===== src/rtl/video_timing_gen.sv =====
// Video raster timing generator with a pixel-fetch handshake.
// The counters walk the full raster. Registered outputs describe the counter
// position one clock after it is seen. fetch_next is combinational so that it
// leads the matching de pixel by exactly one cycle.
module video_timing_gen #(
  parameter int H_RES     = 640,
  parameter int H_FP      = 16,
  parameter int H_SYNC    = 96,
  parameter int H_BP      = 48,
  parameter int V_RES     = 480,
  parameter int V_FP      = 10,
  parameter int V_SYNC    = 2,
  parameter int V_BP      = 33,
  parameter bit HSYNC_POL = 1'b0,
  parameter bit VSYNC_POL = 1'b0,
  parameter int SCALE_X   = 1,
  parameter int SCALE_Y   = 1,
  parameter int CW        = 12
) (
  input  logic          clk_pixel,
  input  logic          rst_n,
  input  logic          enable,
  input  logic          pixel_valid,
  output logic          fetch_next,
  output logic          line_repeat,
  output logic          hsync,
  output logic          vsync,
  output logic          de,
  output logic          blank,
  output logic          vblank,
  output logic          frame_start,
  output logic [CW-1:0] x,
  output logic [CW-1:0] y,
  output logic          underflow
);

  localparam int H_TOTAL = H_RES + H_FP + H_SYNC + H_BP;
  localparam int V_TOTAL = V_RES + V_FP + V_SYNC + V_BP;

  localparam logic [CW-1:0] H_LAST  = CW'(H_TOTAL - 1);
  localparam logic [CW-1:0] V_LAST  = CW'(V_TOTAL - 1);
  localparam logic [CW-1:0] H_ACT   = CW'(H_RES);
  localparam logic [CW-1:0] V_ACT   = CW'(V_RES);
  localparam logic [CW-1:0] H_SS    = CW'(H_RES + H_FP);
  localparam logic [CW-1:0] H_SE    = CW'(H_RES + H_FP + H_SYNC);
  localparam logic [CW-1:0] V_SS    = CW'(V_RES + V_FP);
  localparam logic [CW-1:0] V_SE    = CW'(V_RES + V_FP + V_SYNC);
  // Scale factors are powers of two, so "mod SCALE" reduces to a mask.
  localparam logic [CW-1:0] SX_MASK = CW'(SCALE_X - 1);
  localparam logic [CW-1:0] SY_MASK = CW'(SCALE_Y - 1);

  logic [CW-1:0] hcnt_q, hcnt_d, vcnt_q, vcnt_d, x_q, x_d, y_q, y_d;
  logic de_q, de_d, blank_q, blank_d, vblank_q, vblank_d;
  logic hsync_q, hsync_d, vsync_q, vsync_d;
  logic frame_start_q, frame_start_d, line_repeat_q, line_repeat_d;
  logic underflow_q, underflow_d;
  logic h_wrap, fetch_area, hs_area, vs_area, rep_line;

  // Next-state for counters and all registered outputs; enable low parks everything at reset values.
  always_comb begin
    h_wrap     = (hcnt_q == H_LAST);
    fetch_area = enable && (hcnt_q < H_ACT) && (vcnt_q < V_ACT);
    fetch_next = fetch_area && ((hcnt_q & SX_MASK) == '0);
    hs_area    = (hcnt_q >= H_SS) && (hcnt_q < H_SE);
    vs_area    = (vcnt_q >= V_SS) && (vcnt_q < V_SE);
    // Every source line except the last replica of its group gets replayed.
    rep_line   = (vcnt_q < V_ACT) && ((vcnt_q & SY_MASK) != SY_MASK);

    hcnt_d        = '0;
    vcnt_d        = '0;
    x_d           = '0;
    y_d           = '0;
    de_d          = 1'b0;
    blank_d       = 1'b1;
    vblank_d      = 1'b0;
    hsync_d       = ~HSYNC_POL;
    vsync_d       = ~VSYNC_POL;
    frame_start_d = 1'b0;
    line_repeat_d = 1'b0;
    underflow_d   = 1'b0;

    if (enable) begin
      hcnt_d = h_wrap ? '0 : hcnt_q + CW'(1);
      vcnt_d = vcnt_q;
      if (h_wrap) begin
        vcnt_d = (vcnt_q == V_LAST) ? '0 : vcnt_q + CW'(1);
      end
      x_d           = hcnt_q;
      y_d           = vcnt_q;
      de_d          = fetch_area;
      blank_d       = ~fetch_area;
      vblank_d      = (vcnt_q >= V_ACT);
      hsync_d       = hs_area ? HSYNC_POL : ~HSYNC_POL;
      vsync_d       = vs_area ? VSYNC_POL : ~VSYNC_POL;
      frame_start_d = (hcnt_q == '0) && (vcnt_q == '0);
      line_repeat_d = hs_area && rep_line;
      // A starved fetch on the first pixel of a frame must not be lost to the frame clear.
      if (fetch_next && !pixel_valid) begin
        underflow_d = 1'b1;
      end else if (frame_start_d) begin
        underflow_d = 1'b0;
      end else begin
        underflow_d = underflow_q;
      end
    end
  end

  // State and output registers with asynchronous active-low reset.
  always_ff @(posedge clk_pixel or negedge rst_n) begin
    if (!rst_n) begin
      hcnt_q        <= '0;
      vcnt_q        <= '0;
      x_q           <= '0;
      y_q           <= '0;
      de_q          <= 1'b0;
      blank_q       <= 1'b1;
      vblank_q      <= 1'b0;
      hsync_q       <= ~HSYNC_POL;
      vsync_q       <= ~VSYNC_POL;
      frame_start_q <= 1'b0;
      line_repeat_q <= 1'b0;
      underflow_q   <= 1'b0;
    end else begin
      hcnt_q        <= hcnt_d;
      vcnt_q        <= vcnt_d;
      x_q           <= x_d;
      y_q           <= y_d;
      de_q          <= de_d;
      blank_q       <= blank_d;
      vblank_q      <= vblank_d;
      hsync_q       <= hsync_d;
      vsync_q       <= vsync_d;
      frame_start_q <= frame_start_d;
      line_repeat_q <= line_repeat_d;
      underflow_q   <= underflow_d;
    end
  end

  assign x           = x_q;
  assign y           = y_q;
  assign de          = de_q;
  assign blank       = blank_q;
  assign vblank      = vblank_q;
  assign hsync       = hsync_q;
  assign vsync       = vsync_q;
  assign frame_start = frame_start_q;
  assign line_repeat = line_repeat_q;
  assign underflow   = underflow_q;

endmodule


===== config.mk =====
export PLATFORM = sky130hd
export DESIGN_NAME = video_timing_gen
export DESIGN_NICKNAME = d
export VERILOG_FILES = /design/src/rtl/video_timing_gen.sv
export SDC_FILE = /design/constraint.sdc
export NUM_CORES = 1
export LEC_CHECK = 0
export ABC_AREA = 1
export ABC_CLOCK_PERIOD_IN_PS = 1600
export BUFFER_PORTS_ARGS = -buffer_cell sky130_fd_sc_hd__buf_2
export CORE_ASPECT_RATIO = 0.5
export CORE_MARGIN = 4
export CORE_UTILIZATION = 57
export CTS_BUF_LIST = sky130_fd_sc_hd__clkbuf_4 sky130_fd_sc_hd__clkbuf_8 sky130_fd_sc_hd__clkbuf_16
export DETAILED_ROUTE_END_ITERATION = 8
export MAX_ROUTING_LAYER = met4
export PLACE_DENSITY_LB_ADDON = 0.12
export SLEW_MARGIN = 15
export SYNTH_ARGS = -nofsm -noshare
export SYNTH_HDL_FRONTEND = slang
export SYNTH_SLANG_ARGS = --single-unit

===== constraint.sdc =====
create_clock -name clk_pixel -period 1.6 [get_ports clk_pixel]
set_input_delay 0.16 -clock clk_pixel [delete_from_list [all_inputs] [get_ports clk_pixel]]
set_output_delay 0.16 -clock clk_pixel [all_outputs]
set_load 0.05 [all_outputs]

==> results of run 1 <==
-- layout make-up --
| type | instances | area [um^2] | share of cell area (%) |
|---|---|---|---|
| inverter | 59 | 224 | 7.09 |
| clock buffer | 6 | 82.6 | 2.61 |
| sequential | 55 | 1380 | 43.7 |
| clock inverter | 2 | 35.0 | 1.11 |
| multi-input combinational | 210 | 1020 | 32.2 |
| tap | 57 | 71.3 | 2.26 |
| timing repair buffer | 53 | 348 | 11.0 |
-- power groups by stage --
stage          clock network [uW]  registers [uW]  logic (uW)
6_report                      962            1420         193
5_1_grt                      1030            1420         212
4_1_cts                       970            1420         192
3_5_place_dp                    0            1440         188
3_3_place_gp                    0            1440         185
2_1_floorplan                   0            1490        71.4
-- per-layer routing --
layer	GRT usage, %	up-vias
li1	-	1101
met5	-	-
met4	5.11	0
met1	25.0	1002
met2	32.2	54
met3	5.10	6
-- worst paths after layout --
| path | end | cells past startpoint | start |
|---|---|---|---|
| max | fetch_next | 5 | hcnt_q[11] |
| min | underflow | 4 | pixel_valid |
| max reg2reg | vcnt_q[11] | 9 | vcnt_q[0] |
| min reg2reg | hcnt_q[0] | 2 | hcnt_q[0] |
| max in group asynchronous | hsync | 3 | rst_n |
| min in group asynchronous | y[7] | 3 | rst_n |
-- sequential cells by signal, summed over array words and instances (netlist names) --
| register | flops |
|---|---|
| vcnt_q | 12 |
| hcnt_q | 12 |
| frame_start | 1 |
| vblank | 1 |
| vsync | 1 |
| de | 1 |
| underflow | 1 |
| y | 12 |
| hsync | 1 |
| x | 12 |
| blank | 1 |
-- cell families after synthesis --
kind of cell	after synthesis	synth area share [%]
buffers and inverters	67	10.8
other	1	0.142
AND/OR/NAND/NOR	190	30.9
flip-flops	55	52.2
XOR/XNOR	7	2.32
adder cells (fa/ha/maj)	5	2.37
AO/OA/AOI/OAI	7	1.32
-- synth_stat cells (2+ instances only) --
library cell	number	area share [%]
sky130_fd_sc_hd__dfrtp_1	52	49
sky130_fd_sc_hd__nand2_1	104	15
sky130_fd_sc_hd__nor3_1	5	0.95
sky130_fd_sc_hd__xor2_1	7	2.3
sky130_fd_sc_hd__dfstp_2	3	3.0
sky130_fd_sc_hd__a21oi_1	3	0.57
sky130_fd_sc_hd__buf_4	2	0.57
sky130_fd_sc_hd__inv_1	57	8.1
sky130_fd_sc_hd__nand2_2	3	0.71
sky130_fd_sc_hd__ha_1	5	2.4
sky130_fd_sc_hd__clkbuf_1	2	0.28
sky130_fd_sc_hd__o21ai_0	3	0.57
sky130_fd_sc_hd__nand4_1	7	1.7
sky130_fd_sc_hd__buf_6	3	1.3
sky130_fd_sc_hd__nor2_2	4	0.95
sky130_fd_sc_hd__nand3_1	22	4.2
sky130_fd_sc_hd__nor2_1	40	5.7
-- timing repair --
| item | CTS | global route |
|---|---|---|
| endpoints found under the setup margin | 1 | 5 |
| cloned | 0 | 0 |
| gates resized for setup | 8 | 9 |
| setup buffers | 4 | 2 |
| hold buffers | 1 | 0 |
| pin swaps | 1 | 2 |
| endpoints found under the hold margin | 52 | 0 |
-- critical path: stages (launching register included) --
cell and delay [ps]:
sky130_fd_sc_hd__dfrtp_1 430, sky130_fd_sc_hd__nor2_4 160, sky130_fd_sc_hd__and3_4 200, sky130_fd_sc_hd__nand3_2 80
sky130_fd_sc_hd__inv_2 90, sky130_fd_sc_hd__buf_8 140
-- metrics by stage --
stage	utilization (%)	instances	total power (uW)
global placement	66.1	427	1630
floorplan	-	332	1560
global route	71.1	442	2660
detailed placement	66.1	427	1630
CTS	70.3	440	2580
finish	71.1	442	2570
==> metrics.txt, run 1 <==
status=completed; commonest non-fill, non-tap cells in the layout=sky130_fd_sc_hd__nand2_1 (104), sky130_fd_sc_hd__inv_1 (53), sky130_fd_sc_hd__dfrtp_1 (51); largest net degree at the start of global routing=56; CTS tree=done; die footprint=5860 um^2; 1st-pass router iterations=5; final hold violation count=0; Mapped Avg Cell Area=7.97 um^2; floorplan die width=104 um; I/O pin count=37; RSZ-0062 raised after global routing=yes; setup violators final=0; buffer levels on the longest clock path=2; Floorplan Core Area=4450 um^2; Post-Place Setup Slack=83.6 ps; Data required, critical path=1440 ps; Slew Limit Fails=0; Antenna Diode Count=0; number of routed nets with antenna violations=0; remaining routing DRC violations=0; commonest non-fill, non-tap cell in the layout=sky130_fd_sc_hd__nand2_1; Max rail drop VDD=0.432 mV; DPL Wire Length=3680 um; area growth from synthesis to final layout=19.5%; crit path kind=reg2out; internal reg-to-reg setup slack=130 ps; Max H-tree Level=2; total non-filler cell area in the finished layout=3160 um^2; RePlAce Congestion=0.922; drt first-iter violations=69; input/output buffers=35; Max Used Layer=met4; clock tree root driver cell=sky130_fd_sc_hd__clkbuf_8; wire length on met3=294 um; ratio of routed vias to standard cells=4.89; number of inserted filler cells in the final layout=351; most common flop cell mapped by yosys=sky130_fd_sc_hd__dfrtp_1; detail-routed net length per standard cell=12.0 um; worst endpoint data arrival time=1420 ps; number of unique standard cell types used by synthesis=27; Final Worst Setup Slack=17.4 ps; clock-pin transition on the worst setup and hold timing paths=90 ps; number of nets in the synthesized netlist=341; TritonCTS sink count=55; post-synthesis cell area=2650 um^2; Post-Place Cell Area=2940 um^2; worst hold margin=71.0 ps; post-layout minimum cycle time=1580 ps; synthesized netlist cell count=332; sequential group share of total power=55.1%; drt total wl=5300 um; # Max-Cap Violations=0; achievable frequency=0.632 GHz; share of the yosys chip area belonging to registers=52.2%; Yosys reg bits=55; sum of negative setup slack=0 ps; initial antenna violation count=0; count of vias placed by the detailed router=2163; Post-synth EDFFs=0; final worst path period share=98.9%; number of buffers created by CTS=5; combinational cell fraction of total power=7.5%; Clk pwr share=37.4%; number of warnings issued by yosys=0; first-pass GRT wire length=9210 um; Internal Pwr Total=1970 uW; critical path launch point type=register; cell area power density=813 nW/um^2; number of global-route vias before repair=2083; Initial Utilization=59.5%; Final #Nets=393; Post-synth ARST share=100%; combined global-route utilization of all metal layers=19.8%; worst-path maximum fanout=4; wire length on met1=2430 um; clock tree skew after final layout=7.10 ps; Sw Pwr=602 uW; DIE HEIGHT=56.2 um; Remaining Overflow, GRT=0; num rows=17; layout cell share with drive strength beyond 1=22.3%; routed length on met2=2540 um; clk_lat worst skew=310 ps; Lkg Pwr=0.00192 uW; type of the tightest min-delay check=in2reg; switching share of total power=23.4%; category of the worst setup path capture point=primary output
No activity file was read; power rests on OpenSTA's default activity.
==> run 2, diff against run 1 <==
RECOVER_POWER = 100   (was not set)
==> run 2 against run 1 <==
Compared with the run above:
- clock skew barely moved
- sequential power hardly changed
- flip-flop and latch count unchanged
- register-to-register slack about the same
- combinational power down 4%
- non-clock buffer count stayed put
- wire length is 0.23% higher
- hold slack about the same
- final area is 1.6% lower
- critical path depth did not move
- highest routed layer unchanged
==> metrics.txt, run 2 (synthesized netlist as in run 1, its figures left out) <==
area growth from synthesis to final layout=17.6% (was 19.5%); ratio of routed vias to standard cells=4.91 (was 4.89); worst-path cell chain=nor2_4 -> and3_4 -> nand3_2 -> inv_2 -> buf_8 (unchanged); CTS tree=done (unchanged); critical path launch point type=register (unchanged); Post-Place Cell Area=2940 um^2 (unchanged); setup violators final=0 (unchanged); drt first-iter violations=49 (was 69); 1st-pass router iterations=4 (was 5); total non-filler cell area in the finished layout=3110 um^2 (was 3160 um^2); input/output buffers=35 (unchanged); clk_lat worst skew=310 ps (about the same); Final #Nets=393 (unchanged); layout cell share with drive strength beyond 1=19.7% (was 22.3%); final hold violation count=0 (unchanged); commonest non-fill, non-tap cells in the layout=sky130_fd_sc_hd__nand2_1 (104), sky130_fd_sc_hd__inv_1 (53), sky130_fd_sc_hd__dfrtp_1 (51) (unchanged); clock tree skew after final layout=6.81 ps (was 7.10 ps); Data required, critical path=1440 ps (about the same); largest net degree at the start of global routing=56 (unchanged); Slew Limit Fails=0 (unchanged); highest-delay cell along the critical path=sky130_fd_sc_hd__dfrtp_1 (unchanged); crit path kind=reg2out (unchanged); Max rail drop VDD=0.431 mV (was 0.432 mV); clock-pin transition on the worst setup and hold timing paths=100 ps (was 90 ps); RePlAce Congestion=0.922 (unchanged); number of routed nets with antenna violations=0 (unchanged); RSZ-0062 raised after global routing=yes (unchanged); Floorplan Core Area=4450 um^2 (unchanged); num rows=17 (unchanged); Relative slew margins=51.7%; Remaining Overflow, GRT=0 (unchanged); count of vias placed by the detailed router=2172 (was 2163); buffer levels on the longest clock path=2 (unchanged); clock tree root driver cell=sky130_fd_sc_hd__clkbuf_8 (unchanged); Critical Path Max Stage Delay=430 ps (about the same); floorplan die width=104 um (unchanged); status=completed (unchanged); drt total wl=5320 um (was 5300 um); final worst path period share=99.3% (was 98.9%); DIE HEIGHT=56.2 um (unchanged); Lkg Pwr=0.00188 uW (was 0.00192 uW); number of global-route vias before repair=2083 (unchanged); number of inserted filler cells in the final layout=368 (was 351); Multi-input gate area=1020 um^2 (unchanged); category of the worst setup path capture point=primary output (unchanged); achievable frequency=0.629 GHz (was 0.632 GHz); first-pass GRT wire length=9210 um (unchanged); cell area power density=821 nW/um^2 (was 813 nW/um^2); number of buffers created by CTS=5 (unchanged); post-layout minimum cycle time=1590 ps (was 1580 ps); Antenna Diode Count=0 (unchanged); I/O pin count=37 (unchanged); Max H-tree Level=2 (unchanged); type of the tightest min-delay check=in2reg (unchanged); TritonCTS sink count=55 (unchanged); combined global-route utilization of all metal layers=19.8% (unchanged); worst endpoint data arrival time=1430 ps (was 1420 ps); worst-path maximum fanout=4 (unchanged); initial antenna violation count=0 (unchanged); Initial Utilization=59.5% (unchanged); remaining routing DRC violations=0 (unchanged); DPL Wire Length=3680 um (unchanged); area taken by flip-flops and latches=1380 um^2 (unchanged); # Max-Cap Violations=0 (unchanged); die footprint=5860 um^2 (unchanged); commonest non-fill, non-tap cell in the layout=sky130_fd_sc_hd__nand2_1 (unchanged); sum of negative setup slack=0 ps (unchanged); overall power=2550 uW (was 2570 uW); slew at the pin with the worst max-slew slack=724 ps; detail-routed net length per standard cell=12.0 um (about the same)
run 2: changes by cell type in the layout (fill, tap and decap cells not counted):
| cell | change |
|---|---|
| sky130_fd_sc_hd__clkbuf_1 | +10 |
| sky130_fd_sc_hd__clkbuf_4 | +1 |
| sky130_fd_sc_hd__buf_12 | -1 |
| sky130_fd_sc_hd__buf_4 | -10 |
run 2: layer usage:
layer  vias up  part of all wire (%)  track usage [%]  routed length [um]
met5         -                     0                -                   0
met3         6                   6.2             5.10                 328
met2        55                    48             32.2                2560
li1       1099                     -                -                   -
met1      1012                    45             25.0                2380
met4         0                  0.88             5.11                  47
run 2: worst paths after layout:
| kind | from | to | slack (ps) | cells after the start |
|---|---|---|---|---|
| min in group asynchronous | rst_n | y[7] | 540 | 3 |
| min reg2reg | hcnt_q[4] | x[4] | 560 | 2 |
| max in group asynchronous | rst_n | vcnt_q[1] | 550 | 3 |
| min | pixel_valid | underflow | 70 | 4 |
| max reg2reg | vcnt_q[0] | vcnt_q[11] | 130 | 9 |
| max | hcnt_q[11] | fetch_next | 10 | 5 |
run 2: area by class of cell:
cell class                      count  area share, %
Inverter                           59           7.20
Timing Repair Buffer               53           9.57
Multi-Input combinational cell    210           32.7
Clock buffer                        6           2.65
Tap cell                           57           2.29
Sequential cell                    55           44.4
Clock inverter                      2           1.13
run 2: what timing repair did:
item,in CTS,in global routing
resized for setup,8,9
pin swaps,1,2
endpoints found under the hold margin,52,0
hold buffers,1,0
setup endpoints to repair,1,5
setup buffers,4,2
run 2: metrics by stage:
stage | hold WS, ps | cells | util [%] | setup WS (ps)
2_1_floorplan | -136 | 332 | - | 178
3_3_place_gp | 176 | 427 | 66.1 | 172
3_5_place_dp | 181 | 427 | 66.1 | 83.6
4_1_cts | 71.2 | 440 | 70.3 | 11.6
5_1_grt | 75.6 | 442 | 70.0 | -42.7
6_report | 70.5 | 442 | 70.0 | 10.6
run 2: power by group:
group	leakage, uW	switching (uW)	internal (uW)	total, uW
Clock	0.0000612	447	507	954
Sequential	0.000748	8.15	1410	1420
Combinational	0.00107	138	46.4	185
Total	0.00188	594	1960	2550
run 2: critical path: cells and delay by family, from the launching register on:
family        cells  cell delay, ps
simple gates      3             450
buf+inv           2             230
flops             1             430
